$ cat config.mk
export PLATFORM = sky130hd
export DESIGN_NAME = gpu_blitter
export DESIGN_NICKNAME = d
export VERILOG_FILES = /design/src/rtl/gpu_blitter.sv
export SDC_FILE = /design/constraint.sdc
export NUM_CORES = 2
export LEC_CHECK = 0
export ABC_AREA = 1
export BUFFER_PORTS_ARGS = -buffer_cell sky130_fd_sc_hd__buf_2
export CORE_ASPECT_RATIO = 1.4
export CORE_MARGIN = 4
export CORE_UTILIZATION = 30
export DETAILED_ROUTE_END_ITERATION = 12
export GPL_TIMING_DRIVEN = 0
export MAX_ROUTING_LAYER = met4
export PLACE_DENSITY_LB_ADDON = 0.3
export RECOVER_POWER = 50
export SYNTH_ARGS = -nofsm -noshare
export SYNTH_HDL_FRONTEND = slang
export SYNTH_SLANG_ARGS = --single-unit
$ cat constraint.sdc
create_clock -name clk -period 10.2 [get_ports clk]
set_input_delay 2.04 -clock clk [delete_from_list [all_inputs] [get_ports clk]]
set_output_delay 2.04 -clock clk [all_outputs]
set_load 0.05 [all_outputs]
$ cat src/rtl/gpu_blitter.sv
// 2D blitter: DRAW (memory excerpt, optional mirroring), FILL and CLEAR into a framebuffer port.
// Optional colour-key transparency for DRAW is enabled with GPU_BLITTER_COLOR_KEY_EN.
module gpu_blitter #(
    parameter int unsigned FB_WIDTH        = 400,
    parameter int unsigned FB_HEIGHT       = 240,
    parameter int unsigned COLOR_W         = 16,
    parameter int unsigned MAX_OUTSTANDING = 4,
    localparam int unsigned XW = $clog2(FB_WIDTH) + 2,
    localparam int unsigned YW = $clog2(FB_HEIGHT) + 2
) (
    input  logic               clk,
    input  logic               reset,
    output logic [31:0]        mem_addr,
    output logic               mem_req,
    input  logic               mem_ready,
    input  logic [COLOR_W-1:0] mem_data,
    input  logic               mem_valid,
    input  logic [1:0]         ctrl_mode,
    input  logic [31:0]        ctrl_address,
    input  logic [15:0]        ctrl_address_x,
    input  logic [15:0]        ctrl_address_y,
    input  logic [15:0]        ctrl_image_width,
    input  logic [XW-1:0]      ctrl_width,
    input  logic [YW-1:0]      ctrl_height,
    input  logic [XW-1:0]      ctrl_x,
    input  logic [YW-1:0]      ctrl_y,
    input  logic               ctrl_flip_x,
    input  logic               ctrl_flip_y,
    input  logic [COLOR_W-1:0] ctrl_color,
`ifdef GPU_BLITTER_COLOR_KEY_EN
    input  logic [COLOR_W-1:0] ctrl_color_key,
`endif
    input  logic               ctrl_start,
    output logic               ctrl_busy,
    output logic               ctrl_done,
    output logic [XW-2:0]      fb_x,
    output logic [YW-2:0]      fb_y,
    output logic [COLOR_W-1:0] fb_color,
    output logic               fb_write
);

    typedef enum logic [1:0] {StIdle, StSweep, StFetch, StDone} state_t;

    state_t             r_state, w_next_state;
    logic [15:0]        r_stride;
    logic               r_fx, r_fy;
    logic [XW-1:0]      r_w, r_x, r_ii, r_wi;
    logic [YW-1:0]      r_h, r_y, r_ij, r_wj;
    logic [COLOR_W-1:0] r_color;
    logic               r_iss_done, r_wr_done;
    logic [31:0]        r_mem_addr, r_row_addr;
    logic [3:0]         r_outst;
    logic [XW-2:0]      r_fb_x;
    logic [YW-2:0]      r_fb_y;
    logic [COLOR_W-1:0] r_fb_color;
    logic               r_fb_write;
`ifdef GPU_BLITTER_COLOR_KEY_EN
    logic [COLOR_W-1:0] r_key;
`endif

    logic               w_accept, w_issue, w_resp, w_step, w_zero;
    logic [31:0]        w_sx0, w_sy0, w_addr0, w_next_row;
    logic [COLOR_W-1:0] w_pix_color;
    logic               w_opaque, w_in_range;
    logic [XW:0]        w_ux;
    logic [YW:0]        w_uy;

    assign w_accept  = ctrl_start && (r_state == StIdle || r_state == StDone);
    assign ctrl_busy = (r_state == StSweep) || (r_state == StFetch);
    assign ctrl_done = (r_state == StDone);
    assign mem_req   = (r_state == StFetch) && !r_iss_done && (r_outst < 4'(MAX_OUTSTANDING));
    assign mem_addr  = r_mem_addr;
    assign w_issue   = mem_req && mem_ready;
    assign w_resp    = mem_valid && (r_outst != 4'd0);
    assign w_step    = !r_wr_done && ((r_state == StSweep) || ((r_state == StFetch) && w_resp));
    assign w_zero    = (ctrl_width == '0) || (ctrl_height == '0);

    // Address of the first issued pixel, taken straight from the command inputs.
    assign w_sx0   = ctrl_flip_x ? 32'(ctrl_width) - 32'd1 : 32'd0;
    assign w_sy0   = ctrl_flip_y ? 32'(ctrl_height) - 32'd1 : 32'd0;
    assign w_addr0 = ctrl_address + 32'(ctrl_address_x) + w_sx0
                   + (32'(ctrl_address_y) + w_sy0) * 32'(ctrl_image_width);
    assign w_next_row = r_fy ? r_row_addr - 32'(r_stride) : r_row_addr + 32'(r_stride);

    assign w_pix_color = (r_state == StFetch) ? mem_data : r_color;
`ifdef GPU_BLITTER_COLOR_KEY_EN
    assign w_opaque = (r_state == StFetch) ? (mem_data != r_key) : 1'b1;
`else
    assign w_opaque = w_pix_color[0];
`endif
    assign w_ux       = {1'b0, r_x} + {1'b0, r_wi};
    assign w_uy       = {1'b0, r_y} + {1'b0, r_wj};
    assign w_in_range = (w_ux < (XW+1)'(FB_WIDTH)) && (w_uy < (YW+1)'(FB_HEIGHT));

    always_ff @(posedge clk or posedge reset) begin
        if (reset) r_state <= StIdle;
        else       r_state <= w_next_state;
    end

    always_comb begin
        w_next_state = r_state;
        case (r_state)
            StIdle, StDone: begin
                if (r_state == StDone) w_next_state = StIdle;
                if (w_accept) begin
                    if (ctrl_mode == 2'd3 || (ctrl_mode != 2'd2 && w_zero)) begin
                        w_next_state = StDone;
                    end else if (ctrl_mode == 2'd0) begin
                        w_next_state = StFetch;
                    end else begin
                        w_next_state = StSweep;
                    end
                end
            end
            StSweep, StFetch: if (r_wr_done) w_next_state = StDone;
            default:          w_next_state = StIdle;
        endcase
    end

    always_ff @(posedge clk or posedge reset) begin
        if (reset) begin
            r_stride   <= '0;
            r_fx       <= 1'b0;
            r_fy       <= 1'b0;
            r_w        <= '0;
            r_h        <= '0;
            r_x        <= '0;
            r_y        <= '0;
            r_color    <= '0;
            r_ii       <= '0;
            r_ij       <= '0;
            r_wi       <= '0;
            r_wj       <= '0;
            r_iss_done <= 1'b0;
            r_wr_done  <= 1'b0;
            r_mem_addr <= '0;
            r_row_addr <= '0;
`ifdef GPU_BLITTER_COLOR_KEY_EN
            r_key      <= '0;
`endif
        end else if (w_accept) begin
            r_stride   <= ctrl_image_width;
            r_fx       <= ctrl_flip_x;
            r_fy       <= ctrl_flip_y;
            r_color    <= ctrl_color;
            r_ii       <= '0;
            r_ij       <= '0;
            r_wi       <= '0;
            r_wj       <= '0;
            r_iss_done <= 1'b0;
            r_wr_done  <= 1'b0;
            r_mem_addr <= w_addr0;
            r_row_addr <= w_addr0;
`ifdef GPU_BLITTER_COLOR_KEY_EN
            r_key      <= ctrl_color_key;
`endif
            if (ctrl_mode == 2'd2) begin
                r_w <= XW'(FB_WIDTH);
                r_h <= YW'(FB_HEIGHT);
                r_x <= '0;
                r_y <= '0;
            end else begin
                r_w <= ctrl_width;
                r_h <= ctrl_height;
                r_x <= ctrl_x;
                r_y <= ctrl_y;
            end
        end else begin
            if (w_issue) begin
                if (r_ii == r_w - XW'(1)) begin
                    r_ii       <= '0;
                    r_row_addr <= w_next_row;
                    r_mem_addr <= w_next_row;
                    if (r_ij == r_h - YW'(1)) r_iss_done <= 1'b1;
                    else                      r_ij       <= r_ij + YW'(1);
                end else begin
                    r_ii       <= r_ii + XW'(1);
                    r_mem_addr <= r_fx ? r_mem_addr - 32'd1 : r_mem_addr + 32'd1;
                end
            end
            // Write counter: one step per sweep cycle or per accepted response.
            if (w_step) begin
                if (r_wi == r_w - XW'(1)) begin
                    r_wi <= '0;
                    if (r_wj == r_h - YW'(1)) r_wr_done <= 1'b1;
                    else                      r_wj      <= r_wj + YW'(1);
                end else begin
                    r_wi <= r_wi + XW'(1);
                end
            end
        end
    end

    always_ff @(posedge clk or posedge reset) begin
        if (reset) begin
            r_outst <= '0;
        end else if (w_issue && !w_resp) begin
            r_outst <= r_outst + 4'd1;
        end else if (!w_issue && w_resp) begin
            r_outst <= r_outst - 4'd1;
        end
    end

    always_ff @(posedge clk or posedge reset) begin
        if (reset) begin
            r_fb_write <= 1'b0;
            r_fb_x     <= '0;
            r_fb_y     <= '0;
            r_fb_color <= '0;
        end else begin
            r_fb_write <= w_step && w_opaque && w_in_range;
            if (w_step) begin
                r_fb_x     <= w_ux[XW-2:0];
                r_fb_y     <= w_uy[YW-2:0];
                r_fb_color <= w_pix_color;
            end
        end
    end

    assign fb_x     = r_fb_x;
    assign fb_y     = r_fb_y;
    assign fb_color = r_fb_color;
    assign fb_write = r_fb_write;

endmodule

---- Word level (Yosys, flattened, before mapping) ----
Cells that the tools add are included.
word-level totals
  register bits ........................... 226
  input bits .............................. 163
  output and inout bits ................... 71
  logic and storage cells ................. 147
cells by class
  add/sub/neg operators ................... 20
  multipliers ............................. 1
  magnitude comparators ................... 3
  eq/ne operators ......................... 14
  multiplexer cells ....................... 45
  reduce and logical (&&, ||, !) cells .... 42
operator list
  kind                   count
  $mux 32                10
  $mux 10                10
  $mux 11                8
  $add 32x16->32         2
  $add 32x32->32         2
  $add 16x32->32         1
  $add 32x1->32 const B  1
  $mul 32x16->32         1
  $sub 32x1->32 const B  1
  $sub 32x16->32         1
  $add 11x1->11 const B  2
  $eq 11x11->1           2
  $add 10x1->10 const B  2
  $eq 10x10->1           2
  $mux 16                1
  $reduce_bool 2->1      7
  $logic_and 1x1->1      13
  $add 11x11->12         1
  $lt 12x9->1 const B    1
  $reduce_and 3->1       4
  $sub 11x1->12 const B  1
  $add 10x10->11         1
  $logic_not 11->1       1
  $lt 11x8->1 const B    1
  other kinds (21)       49

---- Logic depth before layout (Yosys ltp) ----
  depth in word-level cells ............... 8
  gate-level depth with buffers ........... 48
  depth with buffers taken out ............ 48

---- Least setup slack after synthesis ----
Ideal clock, no wire load.
  kind .................................... input-to-reg
  start point ............................. input port ctrl_height[0]
  end point ............................... register r_mem_addr[30] (netlist: mem_addr[30])
  setup time .............................. 78 ps
  arrival ................................. 9630 ps
  data required time ...................... 10122 ps
  setup slack ............................. 493 ps
  stages on the path ...................... 44
  buffers on the path ..................... 0
  cell sequence ........................... inv_1 -> ha_1 -> nand3_4 -> nor2_4 -> a21oi_1 -> o21a_1 -> ha_1 -> nand2_1 -> nor2_1 -> nand3_1 -> nand2_1 -> inv_1 -> nor2_1 -> nor2_1 -> o31ai_1 -> xor2_1 -> clkinv_1 -> nor2_1 -> [... 8 more ...] -> fa_1 -> inv_1 -> ha_1 -> nand2_1 -> nor2_1 -> nor3b_1 -> nand4_1 -> nand3_1 -> nand3_1 -> nand2_1 -> a31oi_1 -> o21ai_0 -> a21boi_0 -> nand2_1 -> nand2_1 -> nor2_1 -> nor2_1 -> a21oi_1
between the ends
  cells in the longest elaborated chain, start to end .. 6
ends and longest elaborated chain
  element               line  source
  start, declared       24    input logic [YW-1:0] ctrl_height,
  $sub 10x1->11         80    assign w_sy0 = ctrl_flip_y ? 32'(ctrl_height) - 32'd1 : 32'd0;
  $mux 32               80
  $add 16x32->32        82    + (32'(ctrl_address_y) + w_sy0) * 32'(ctrl_image_width);
  $mul 32x16->32        82
  $add 32x32->32        82
  $mux 32               141   end else if (w_accept) begin
  end signal, assigned  152   r_mem_addr <= w_addr0;
  end signal, assigned  173   r_mem_addr <= w_next_row;
  end signal, assigned  178   r_mem_addr <= r_fx ? r_mem_addr - 32'd1 : r_mem_addr + 32'd1;
  end, declared         51    logic [31:0] r_mem_addr, r_row_addr;
Every way passes these cells.
A chain may end at the register's enable or synchronous reset.

---- Worst setup path after layout ----
  start point ............................. input port ctrl_height[0]
  end point ............................... register r_mem_addr[31] (netlist: mem_addr[31])
Same word-level chain as after synthesis.

==> results.toml <==
[status]
outcome = "finished with violations"
violations = "max-capacitance violations, max-slew violations"

[finish]
layout-drive-gt1-share_pct = 11.4
multi_input_area_sq_um = 21400
fin_util_pct = 34.9
syn2layout_area_growth_pct = 15.0
seq_area_sq_um = 5660
nFillCells = 10400
layoutNonFillerInstCount = 5484
final_nets = 4897

[pwr]
ir_worst_vdd_mv = 0.731
power.leakage_uw = 0.0179
cell_internal_pwr_uw = 5440
seqPwrFrac_pct = 7.5
total_power_uw = 11900
combPwrFrac_pct = 84.5
p_sw_uw = 6450
swShare_pct = 54.2
p_clk_share_pct = 8.0
powerDensity_nw_per_um2 = 346

[critical_path]
crit_type = "in -> reg"
critPathLaunchType = "input port"
crit_buf_inv = 10
crit_slowest_cell = "fa_1"
cp.arrival_ns = 10.26
worst_setup_path_end_kind = "flop"
crit_top_cell = "nand2_1"
crit_family = "adder cells"
required_ns = 10.64
cp_max_fo = 5
cpPeakStageDelay_ns = 0.54

[logic_synthesis]
ys_top_cells_by_area = "fa_1, dfrtp_1, inv_1, nand2_1, ha_1"
syn-instance-count = 3873
yosysUniqueCellTypes = 64
synthFlopType = "dfrtp_1"
synth.most_common_cell = "inv_1"
synth_nets = 4621
yosysTopAreaCell = "fa_1"
avgSynthCellArea_sq_um = 7.72
seq_area_frac_synth_pct = 18.9
synth_commonest_cells = "inv_1, nand2_1, nor2_1"
synth-warning-count = 0
synthesis.area_sq_um = 29900
ys_ff_latch = 226
synth_top_cell_area_share_pct = 25.8
async_flop_share_pct = 100
synth_edf_count = 0

[run]
max_cap_viol_count = 1

[floorplanning]
io_pins = 234
die-height_um = 381
die_area_sq_um = 105000
die_w_um = 275
rows = 136
initial_core_util_pct = 30.3
core-area_sq_um = 98500

[grt]
grt_util_met1_pct = 22.6
grt_max_degree = 112
grt_first_pass_wirelength_um = 158000
overflow = 0
use_met3_pct = 1.35
antenna_found_initial = 26
use_met2_pct = 37.2
track_usage_pct = 20.2
grt_pass1_vias = 26900
top_usage_layer = "met2"

[routing]
ant_nets = 0
drt-total-wl_um = 104000
viasPerCell = 4.78
wire_per_inst_um = 19.0
drt-initial-drc-count = 1655
drc_errors = 0
first_pass_iters = 5
vias = 26200

[placed_design]
port_buffers = 224
dp.cells = 5411
place_congestion = 0.933
hpwl_um = 87800

[clocking]
clockBufferDepth = 3
htreeDepth = 1
insertion_delay_ns = 0.56
clk_pin_slew_worst_paths_ns = 0.07
root_buffer = "clkbuf_16"
cts_buffers = 23
tritoncts = "yes"
cts_sinks = 226

[sta]
setup_violations = 0
clock_skew_ns = 0.0134
period_share_pct = 96.2
tightest_slew_ns = 6.71
fmax_mhz = 102
slew_headroom_pct = -347
setup_tns_ns = 0
holdWs_ns = 0.470
slew_viol_final = 112
hold_viol_final = 0
min_period_ns = 9.82
grt_setup_unrepaired = "true"

[worst_hold_path]
min_path_type = "reg -> reg"
tightest hold or removal path, stage by stage, from the launching register on:
cell,delay (ns)
dfrtp_1,0.34
nand2_1,0.05
nand2_1,0.05
state kept, by name, indices dropped and copies added, names as in the netlist:
| signal | flops |
|---|---|
| mem_addr | 32 |
| r_row_addr | 32 |
| fb_color | 16 |
| r_color | 16 |
| r_stride | 16 |
| r_ii | 11 |
| r_w | 11 |
| r_wi | 11 |
| r_x | 11 |
| fb_x | 10 |
| r_h | 10 |
| r_ij | 10 |
| r_wj | 10 |
| r_y | 10 |
| fb_y | 9 |
| r_outst | 4 |
| r_state | 2 |
| fb_write | 1 |
| r_fx | 1 |
| r_fy | 1 |
| r_iss_done | 1 |
| r_wr_done | 1 |
layout make-up:
type	count	share of cell area, %
buffer	112	1.43
multi-input combinational	2727	62.1
sequential	226	16.4
inverter	806	8.89
tap	1311	4.77
clock buffer	30	1.90
antenna	8	0.0582
timing repair buffer	253	3.92
clock inverter	11	0.466
layer usage:
metal  part of all wire [%]  vias up  wire length (um)
met2                     52      629             54500
li1                       -    12500                 -
met4                    5.2        0              5370
met1                     39    12800             40300
met5                      0        -                 0
met3                    3.7      206              3870
cells by family after synthesis:
group                    count (synthesis)  share of synthesized area [%]
XOR/XNOR                               157                           4.60
buffers and inverters                  920                           11.7
AND/OR/NAND/NOR                       1452                           20.4
adder cells (fa/ha/maj)                585                           34.2
flip-flops                             226                           18.9
AO/OA/AOI/OAI                          533                           10.2
power by group through the flow:
stage          combinational [uW]  sequential (uW)  clock (uW)
4_1_cts                      8870              895         972
6_report                    10000              896         950
2_1_floorplan                6260              913           0
3_5_place_dp                 8540              913           0
3_3_place_gp                 8520              914           0
5_1_grt                     11500              895         999
metrics by stage:
stage               worst slack [ns]  instance area (sq um)
global route                 -0.0824                  34400
global placement               -1.96                  32700
CTS                           0.0199                  33800
floorplan                      0.493                  29900
detailed placement             -1.96                  32700
finish                         0.384                  34400
worst paths after layout:
check                                        start                       end  slack (ns)  cells past startpoint
setup / recovery                    ctrl_height[0]  mem_addr[31]$_DFFE_PP0P_        0.38                     48
hold / removal                 fb_x[0]$_DFFE_PP0P_       fb_x[0]$_DFFE_PP0P_        0.47                      2
setup reg to reg           r_stride[0]$_DFFE_PP0P_  mem_addr[30]$_DFFE_PP0P_        5.01                     23
hold reg to reg                fb_x[0]$_DFFE_PP0P_       fb_x[0]$_DFFE_PP0P_        0.47                      2
max in group asynchronous                    reset   fb_color[1]$_DFFE_PP0P_        1.84                      3
min in group asynchronous                    reset  mem_addr[28]$_DFFE_PP0P_        1.53                      2
cell usage in the layout (no fill, tap or decap), drive strengths merged, types with 6 or more instances in the layout:
master    n
a211oi   11
a21o      6
a21oi   188
a31oi    46
a41oi     8
buf     261
clkbuf  134
clkinv   14
dfrtp   226
diode     8
fa      385
ha      200
inv     795
nand2   771
nand3   143
nand4    26
nor2    429
nor3     33
nor4     14
o211ai   11
o21a      8
o21ai   191
o21bai   17
o22ai     8
o31ai     6
o32ai     6
o41ai     7
or2      19
xnor2    52
xor2    105
repair_timing:
| action | CTS | global route |
|---|---|---|
| endpoints found under the setup margin | 29 | 24 |
| pin swaps | 8 | 33 |
| setup buffers | 9 | 17 |
| gates resized for setup | 59 | 112 |
| hold buffers | 0 | 0 |
Power figures use the tool's default switching activity.
